--- src/rtl/zarb_pkg.sv ---
// Shared types and widths for the zarb multiplier and its multiply-accumulate wrapper.
package zarb_pkg;

    typedef enum logic [1:0] {
        IDLE = 2'd0,
        ACC  = 2'd1,
        DONE = 2'd2
    } state_e;

    localparam int A_W = 3;
    localparam int B_W = 4;
    localparam int P_W = 7;

endpackage

--- src/rtl/zarb.sv ---
// 3x4 unsigned array multiplier: AND-gate partial products reduced by two ripple rows.
module zarb
    import zarb_pkg::*;
(
    input  logic [A_W-1:0] a,
    input  logic [B_W-1:0] b,
    output logic [P_W-1:0] p
);

    logic [B_W-1:0] pp0;
    logic [B_W-1:0] pp1;
    logic [B_W-1:0] pp2;
    logic [4:0]     row1;
    logic [4:0]     row2;

    assign pp0 = b & {B_W{a[0]}};
    assign pp1 = b & {B_W{a[1]}};
    assign pp2 = b & {B_W{a[2]}};

    // Each row retires its LSB as a product bit and passes the rest up one weight.
    assign row1 = {2'b00, pp0[3:1]} + {1'b0, pp1};
    assign row2 = {1'b0, row1[4:1]} + {1'b0, pp2};

    assign p = {row2, row1[0], pp0[0]};

endmodule

--- src/rtl/zarb_mac.sv ---
// Multiply-accumulate stage: sums len products from zarb and presents the total on a valid/ready port.
module zarb_mac
    import zarb_pkg::*;
#(
    parameter int ACC_W = 12,
    parameter int LEN_W = 4
) (
    input  logic             clk,
    input  logic             rst_n,
    input  logic             start,
    input  logic [LEN_W-1:0] len,
    input  logic             in_valid,
    output logic             in_ready,
    input  logic [A_W-1:0]   in_a,
    input  logic [B_W-1:0]   in_b,
    output logic             out_valid,
    input  logic             out_ready,
    output logic [ACC_W-1:0] out_sum,
    output logic             out_ovf,
    output logic             busy
);

    state_e             state_q, state_d;
    logic [ACC_W-1:0]   acc_q, acc_d;
    logic [LEN_W-1:0]   rem_q, rem_d;
    logic               ovf_q, ovf_d;
    logic [P_W-1:0]     prod;
    logic [ACC_W:0]     sum_ext;

    zarb u_zarb (
        .a (in_a),
        .b (in_b),
        .p (prod)
    );

    // Extra MSB of the widened add is the carry out of the accumulator.
    assign sum_ext = {1'b0, acc_q} + {{(ACC_W + 1 - P_W){1'b0}}, prod};

    always_comb begin
        state_d = state_q;
        acc_d   = acc_q;
        rem_d   = rem_q;
        ovf_d   = ovf_q;
        unique case (state_q)
            IDLE: begin
                if (start) begin
                    acc_d   = '0;
                    ovf_d   = 1'b0;
                    rem_d   = len;
                    state_d = (len == '0) ? DONE : ACC;
                end
            end
            ACC: begin
                if (in_valid) begin
                    acc_d = sum_ext[ACC_W-1:0];
                    ovf_d = ovf_q | sum_ext[ACC_W];
                    rem_d = rem_q - LEN_W'(1);
                    if (rem_q == LEN_W'(1)) begin
                        state_d = DONE;
                    end
                end
            end
            DONE: begin
                if (out_ready) begin
                    state_d = IDLE;
                end
            end
            default: begin
                state_d = IDLE;
            end
        endcase
    end

    always_ff @(posedge clk or negedge rst_n) begin
        if (!rst_n) begin
            state_q <= IDLE;
            acc_q   <= '0;
            rem_q   <= '0;
            ovf_q   <= 1'b0;
        end else begin
            state_q <= state_d;
            acc_q   <= acc_d;
            rem_q   <= rem_d;
            ovf_q   <= ovf_d;
        end
    end

    // Handshake signals decode registered state only, so no ready/valid loops.
    assign in_ready  = (state_q == ACC);
    assign out_valid = (state_q == DONE);
    assign busy      = (state_q != IDLE);
    assign out_sum   = acc_q;
    assign out_ovf   = ovf_q;

endmodule

--- config.mk ---
export PLATFORM = sky130hd
export DESIGN_NAME = zarb_mac
export DESIGN_NICKNAME = d
export VERILOG_FILES = /design/src/rtl/zarb_pkg.sv /design/src/rtl/zarb.sv /design/src/rtl/zarb_mac.sv
export SDC_FILE = /design/constraint.sdc
export NUM_CORES = 1
export LEC_CHECK = 0
export BUFFER_PORTS_ARGS = -buffer_cell sky130_fd_sc_hd__buf_4
export CORE_ASPECT_RATIO = 0.9
export CORE_MARGIN = 3
export CORE_UTILIZATION = 53
export CTS_CLUSTER_SIZE = 20
export DETAILED_ROUTE_END_ITERATION = 8
export GPL_ROUTABILITY_DRIVEN = 0
export PLACE_DENSITY = 0.78
export SYNTH_ARGS = -nofsm -noshare
export SYNTH_HDL_FRONTEND = slang
export SYNTH_SLANG_ARGS = --single-unit
--- constraint.sdc ---
create_clock -name clk -period 4.4 [get_ports clk]
set_input_delay 0.44 -clock clk [delete_from_list [all_inputs] [get_ports clk]]
set_output_delay 0.44 -clock clk [all_outputs]
set_load 0.01 [all_outputs]
======== After elaboration in Yosys (flattened, before gate mapping) ========
Index checks and enable logic that the tools add are counted.
Widths: inputs -> output; s select.
operators by class
  $add $sub $neg .......................... 4
  eq/ne operators ......................... 7
  multiplexer cells ....................... 15
  bitwise logic cells ..................... 4
  reduce and logical (&&, ||, !) cells .... 6
operator list
  cell                 count
  $mux 12              2
  $pmux 12 s2          1
  $add 12x7->13        1
  $and 4x4->4          3
  $mux 2               5
  $mux 4               2
  $pmux 4 s2           1
  $pmux 2 s3           1
  $add 3x4->5          1
  $add 4x4->5          1
  $eq 4x1->1 const B   1
  $logic_not 4->1      1
  $ne 2x1->1 const B   2
  $ne 2x2->1 const B   2
  $reduce_and 4->1     1
  $reduce_bool 2->1    2
  $sub 4x1->4 const B  1
  $reduce_and 3->1     1
  $eq 2x1->1 const B   1
  $eq 2x2->1 const B   1
  $logic_not 2->1      1
  $mux 1               2
  $pmux 1 s2           1
  $or 1x1->1           1
word-level totals
  flip-flop bits (word level) ............. 19
  input bits .............................. 16
  output and inout bits ................... 16
  word-level logic and storage cells ...... 40

======== Longest topological paths before layout ========
  word-level depth ........................ 7
  depth in mapped cells ................... 14
  depth with buffers taken out ............ 14

======== Hierarchy ========
Synthesis repeated with hierarchy kept, for this count alone.
second synthesis, totals
  cells, all modules ...................... 158
  area, all modules ....................... 1463.9 um2
modules (own cells, without submodules)
  module    instances  cells each  area an instance (um2)  sequential area each (um2)
  zarb_mac  1          125         1172.4                  475.5
  zarb      1          33          291.5                   0.0

======== Worst setup path after synthesis ========
OpenSTA, ideal clock, no wires.
  path type ............................... input to register
  from .................................... input in_b[1]
  to ...................................... register acc_q[8], in the netlist out_sum[8]
  library setup time ...................... 0.066 ns
  data arrival time ....................... 3.439 ns
  data required time ...................... 4.334 ns
  slack ................................... 0.895 ns
  stages .................................. 14
  path buffers ............................ 0
  cells stage by stage .................... and2_1 -> ha_1 -> fa_1 -> xor2_1 -> ha_1 -> a21o_1 -> a21oi_1 -> xnor2_1 -> ha_1 -> and3_1 -> a211oi_1 -> a21boi_1 -> a41oi_1 -> o311a_1
between the ends
  longest elaborated chain between the ends .. 6
  elaborated cells between the ends (all ways) .. 8
  classes of those cells .................. 3 x add/sub; 2 x mux; 3 x bitwise
ends and longest elaborated chain
  what                            line                    text
  start, declared                 zarb_mac.sv:15          input logic [B_W-1:0] in_b,
  $and 4x4->4 (on tied branches)  zarb.sv:16, zarb.sv:17
  $add 3x4->5                     zarb.sv:21              assign row1 = {2'b00, pp0[3:1]} + {1'b0, pp1};
  $add 4x4->5                     zarb.sv:22              assign row2 = {1'b0, row1[4:1]} + {1'b0, pp2};
  $add 12x7->13 *                 zarb_mac.sv:37          assign sum_ext = {1'b0, acc_q} + {{(ACC_W + 1 - P_W){1'b0}}, prod};
  $mux 12 *                       zarb_mac.sv:54          if (in_valid) begin
  $pmux 12 s2 *                   zarb_mac.sv:44          unique case (state_q)
  end signal, assigned            zarb_mac.sv:77          acc_q <= '0;
  end signal, assigned            zarb_mac.sv:82          acc_q <= acc_d;
  end, declared                   zarb_mac.sv:24          logic [ACC_W-1:0] acc_q, acc_d;
Mark *: on every way between the ends. The rest lies on a longest branch, timed or not. The select of a mux whose other input is x is not followed.
A chain may end at the register's enable or synchronous reset.

======== Worst setup path in the final report ========
Same ends and word-level chain as after synthesis.

==> flow_summary_export.csv <==
group,metric,value,unit
critical_path,cp_slowest_stage_delay,0.42,ns
clock_tree,cts_tree,"built",
clock_tree,cts_buffers,3,
sta,slew_viol_final,0,
grt,use_met1,0.2974,
critical_path,worstReg2RegEnd,"out_sum[8]",
grt,grt_usage,0.2292,
sta,tightest_slew,0.5883,ns
floorplanning,core,2595,µm²
cells_and_area,instances_no_fill,236,
synth,synth_edf_count,0,
sta,hold_ws,0.3785,ns
grt,grt_pass1_vias,1398,
critical_path,arrival,3.93,ns
critical_path,cp_max_fo,6,
sta,fin_setup_tns,0,ns
critical_path,cp_slowest_cell,"fa_1",
detailed_routing,viasPerCell,5.686,
critical_path,cp-startpoint,"in_b[1]",
synth,synthesis.area,1525,µm²
cells_and_area,regArea,475.5,µm²
worst_hold_path,hold_path_depth,2,
grt,grt_pass1_wl,6637,µm
floorplanning,dieArea,3558,µm²
synth,synthArstFlopShare,1.000,
sta,fmax,0.2712,GHz
clock_tree,clock_sinks,19,
power_and_ir_drop,power.density,473.7,nW/µm²
clock_tree,clock_latency,0.30,ns
status,status,"complete, no violations",
cells_and_area,multi_input_area,1011,µm²
detailed_routing,post_drt_wl_per_cell,15.73,µm
clock_tree,cts_buffer_depth,2,
floorplanning,start_util,0.5878,
grt,gr-max-usage-layer,"met2",
place,io_buffers,31,
clock_tree,cts_max_level,1,
sta,worst_slack,0.7128,ns
grt,overflow,0,
cells_and_area,syn2layout_area_growth,19.93,%
power_and_ir_drop,ir_worst_vdd,0.2904,mV
detailed_routing,drtPass1Iterations,4,
power_and_ir_drop,leakage,0.9335,nW
synth,yosysSeqAreaShare,0.3117,
floorplanning,die_w,62.55,µm
detailed_routing,vias,1342,
sta,period_share,0.8380,
worst_hold_path,whs_endpoint,"rem_q[2]",
sta,hold_viol_final,0,
critical_path,crit_path_end_kind,"flip-flop",
place,dp_cells,231,
grt,antenna_found_initial,0,
synth,synth_fp_nets,200,
critical_path,path_cells,"buf_4 > and2_1 > ha_1 > fa_1 > xor2_1 > ha_1 > a21o_1 > a21oi_1 > xnor2_1 > ha_1 > and3_1 > a211oi_1 > a21boi_1 > a41oi_1 > o311a_1",
cells_and_area,nets,235,
sta,skew,0.005019,ns
cells_and_area,fill_cells,217,
critical_path,start_kind,"input port",
critical_path,crit_top_cell,"ha_1",
critical_path,critPathKind,"in -> reg",
sta,max_slew_margin,0.6066,
sta,grt_setup_unrepaired,"no",
run,maxCapViolCount,0,
synth,synth.avg_cell_area,9.300,µm²
detailed_routing,drt_wl_total,3712,µm
floorplanning,num_io_pins,32,
clock_tree,clkSlewWorstSetupHoldPaths,0.11,ns
clock_tree,postCtsSetupBuffers,0,
floorplanning,die_h,56.89,µm
critical_path,cp.required,4.64,ns
synth,yosys_warnings,0,
synth,synth_seq_cells,19,
place,dpl_cell_area,1793,µm²
grt,grt_max_degree,20,
power_and_ir_drop,p_total,0.8665,mW
clock_tree,cts_root_buf,"clkbuf_4",
detailed_routing,route.detailed.drc,0,
floorplanning,fp-row-count,17,
cells_and_area,final_layout_size_suffix_gt1_frac,0.2020,
critical_path,r2r_cells,8,
place,dp_hpwl,2992,µm
grt,met3_usage,0.03800,
sta,finalSetupViolations,0,
detailed_routing,postRouteAntennaNets,0,
cells_and_area,fin_area,1829,µm²
critical_path,reg2reg_from,"out_sum[0]",
worst_hold_path,min_from,"len[2]",
critical_path,r2r_slack,2.06,ns
worst_hold_path,hold_path_class,"in -> reg",
synth,synth_flop_cell,"dfrtp_1",
detailed_routing,drt-initial-drc-count,59,
grt,gr-usage-met2,0.4149,
synth,syn_inst,164,
clock_tree,ctsResizeCount,0,
sta,final.min_clock_period,3.687,ns
synth,synth.distinct_cells,49,
place,preCtsSetupSlack,0.4501,ns
cells_and_area,diodes,0,
cells_and_area,final_util,0.7049,
synthesized netlist by cell type, types with 2 or more instances:
| master | count | area [µm²] |
|---|---|---|
| nand2_1 | 15 | 56.30 |
| a21o_1 | 5 | 37.54 |
| fa_1 | 3 | 60.06 |
| xor2_1 | 7 | 61.31 |
| a211oi_1 | 2 | 15.01 |
| o211ai_1 | 2 | 15.01 |
| and2_1 | 11 | 68.82 |
| nand3_1 | 2 | 10.01 |
| inv_1 | 7 | 26.28 |
| a21oi_1 | 8 | 40.04 |
| dfrtp_1 | 19 | 475.5 |
| ha_1 | 17 | 212.7 |
| o21ai_0 | 8 | 40.04 |
| nor3_1 | 3 | 15.01 |
| o31ai_1 | 2 | 15.01 |
| and3_1 | 2 | 12.51 |
| nor2b_1 | 4 | 25.02 |
| a31oi_1 | 2 | 12.51 |
| o21a_1 | 2 | 15.01 |
| mux2i_1 | 2 | 20.02 |
| nor2_1 | 13 | 48.80 |
timing repair:
item,CTS,global route
endpoints found under the setup margin,0,0
endpoints found under the hold margin,0,9
hold buffers,0,1
worst max-delay path, delay by kind of cell:
kind | cells | cell delay [ns]
buf+inv | 1 | 0.12
simple gates | 2 | 0.35
compound gates | 6 | 1.32
xor+xnor | 2 | 0.46
fa+ha+maj | 4 | 1.23
worst max-delay path by stage:
stage | end | slack [ns]
6_report | out_sum[8] | 0.71
5_1_grt | out_sum[8] | 0.50
4_1_cts | out_sum[8] | 0.76
3_5_place_dp | out_sum[8] | 0.45
3_3_place_gp | out_sum[8] | 0.56
2_1_floorplan | out_sum[8] | 0.89
registers in the layout, indices dropped and copies added (netlist names):
signal / count
out_ovf: 1
out_sum: 12
rem_q: 4
state_q: 2
where the power goes:
part           switching (mW)  internal (mW)
Combinational           0.270          0.214
Clock                  0.0545         0.0353
Sequential             0.0633          0.229
per-layer routing:
metal  vias up  wire length, µm
li1        664                -
met1       641             1673
met2        35             1877
met3         2              151
met4         0               10
met5         -                0
cells by family (layout without fill, tap and decap cells):
kind of cell	after synthesis	in the layout	share of synthesized area
xor gates and xnor gates	8	8	0.04594
AOI/OAI and AO/OA	47	47	0.2207
buffers and inverters	9	43	0.02543
and+or+nand+nor	59	59	0.2043
adders and majority gates	20	20	0.1788
muxes	2	2	0.01313
DFF	19	19	0.3117
cell usage in the layout (no fill, tap or decap), types with 2 or more instances in the layout:
cell type,netlist,routed
a211oi_1,2,2
a21o_1,5,5
a21oi_1,8,8
a31oi_1,2,2
and2_1,11,11
and3_1,2,2
buf_4,1,31
clkbuf_4,0,3
dfrtp_1,19,19
fa_1,3,3
ha_1,17,17
inv_1,7,7
mux2i_1,2,2
nand2_1,15,15
nand3_1,2,2
nor2_1,13,13
nor2b_1,4,4
nor3_1,3,3
o211ai_1,2,2
o21a_1,2,2
o21ai_0,8,8
o31ai_1,2,2
xor2_1,7,7
final cells by class:
class / count / share of cell area
clock buffer: 4 / 0.01436
sequential: 19 / 0.2599
multi-input combinational: 136 / 0.5527
tap: 38 / 0.02599
timing repair buffer: 32 / 0.1327
inverter: 7 / 0.01436
(Power assumes the default switching activity.)
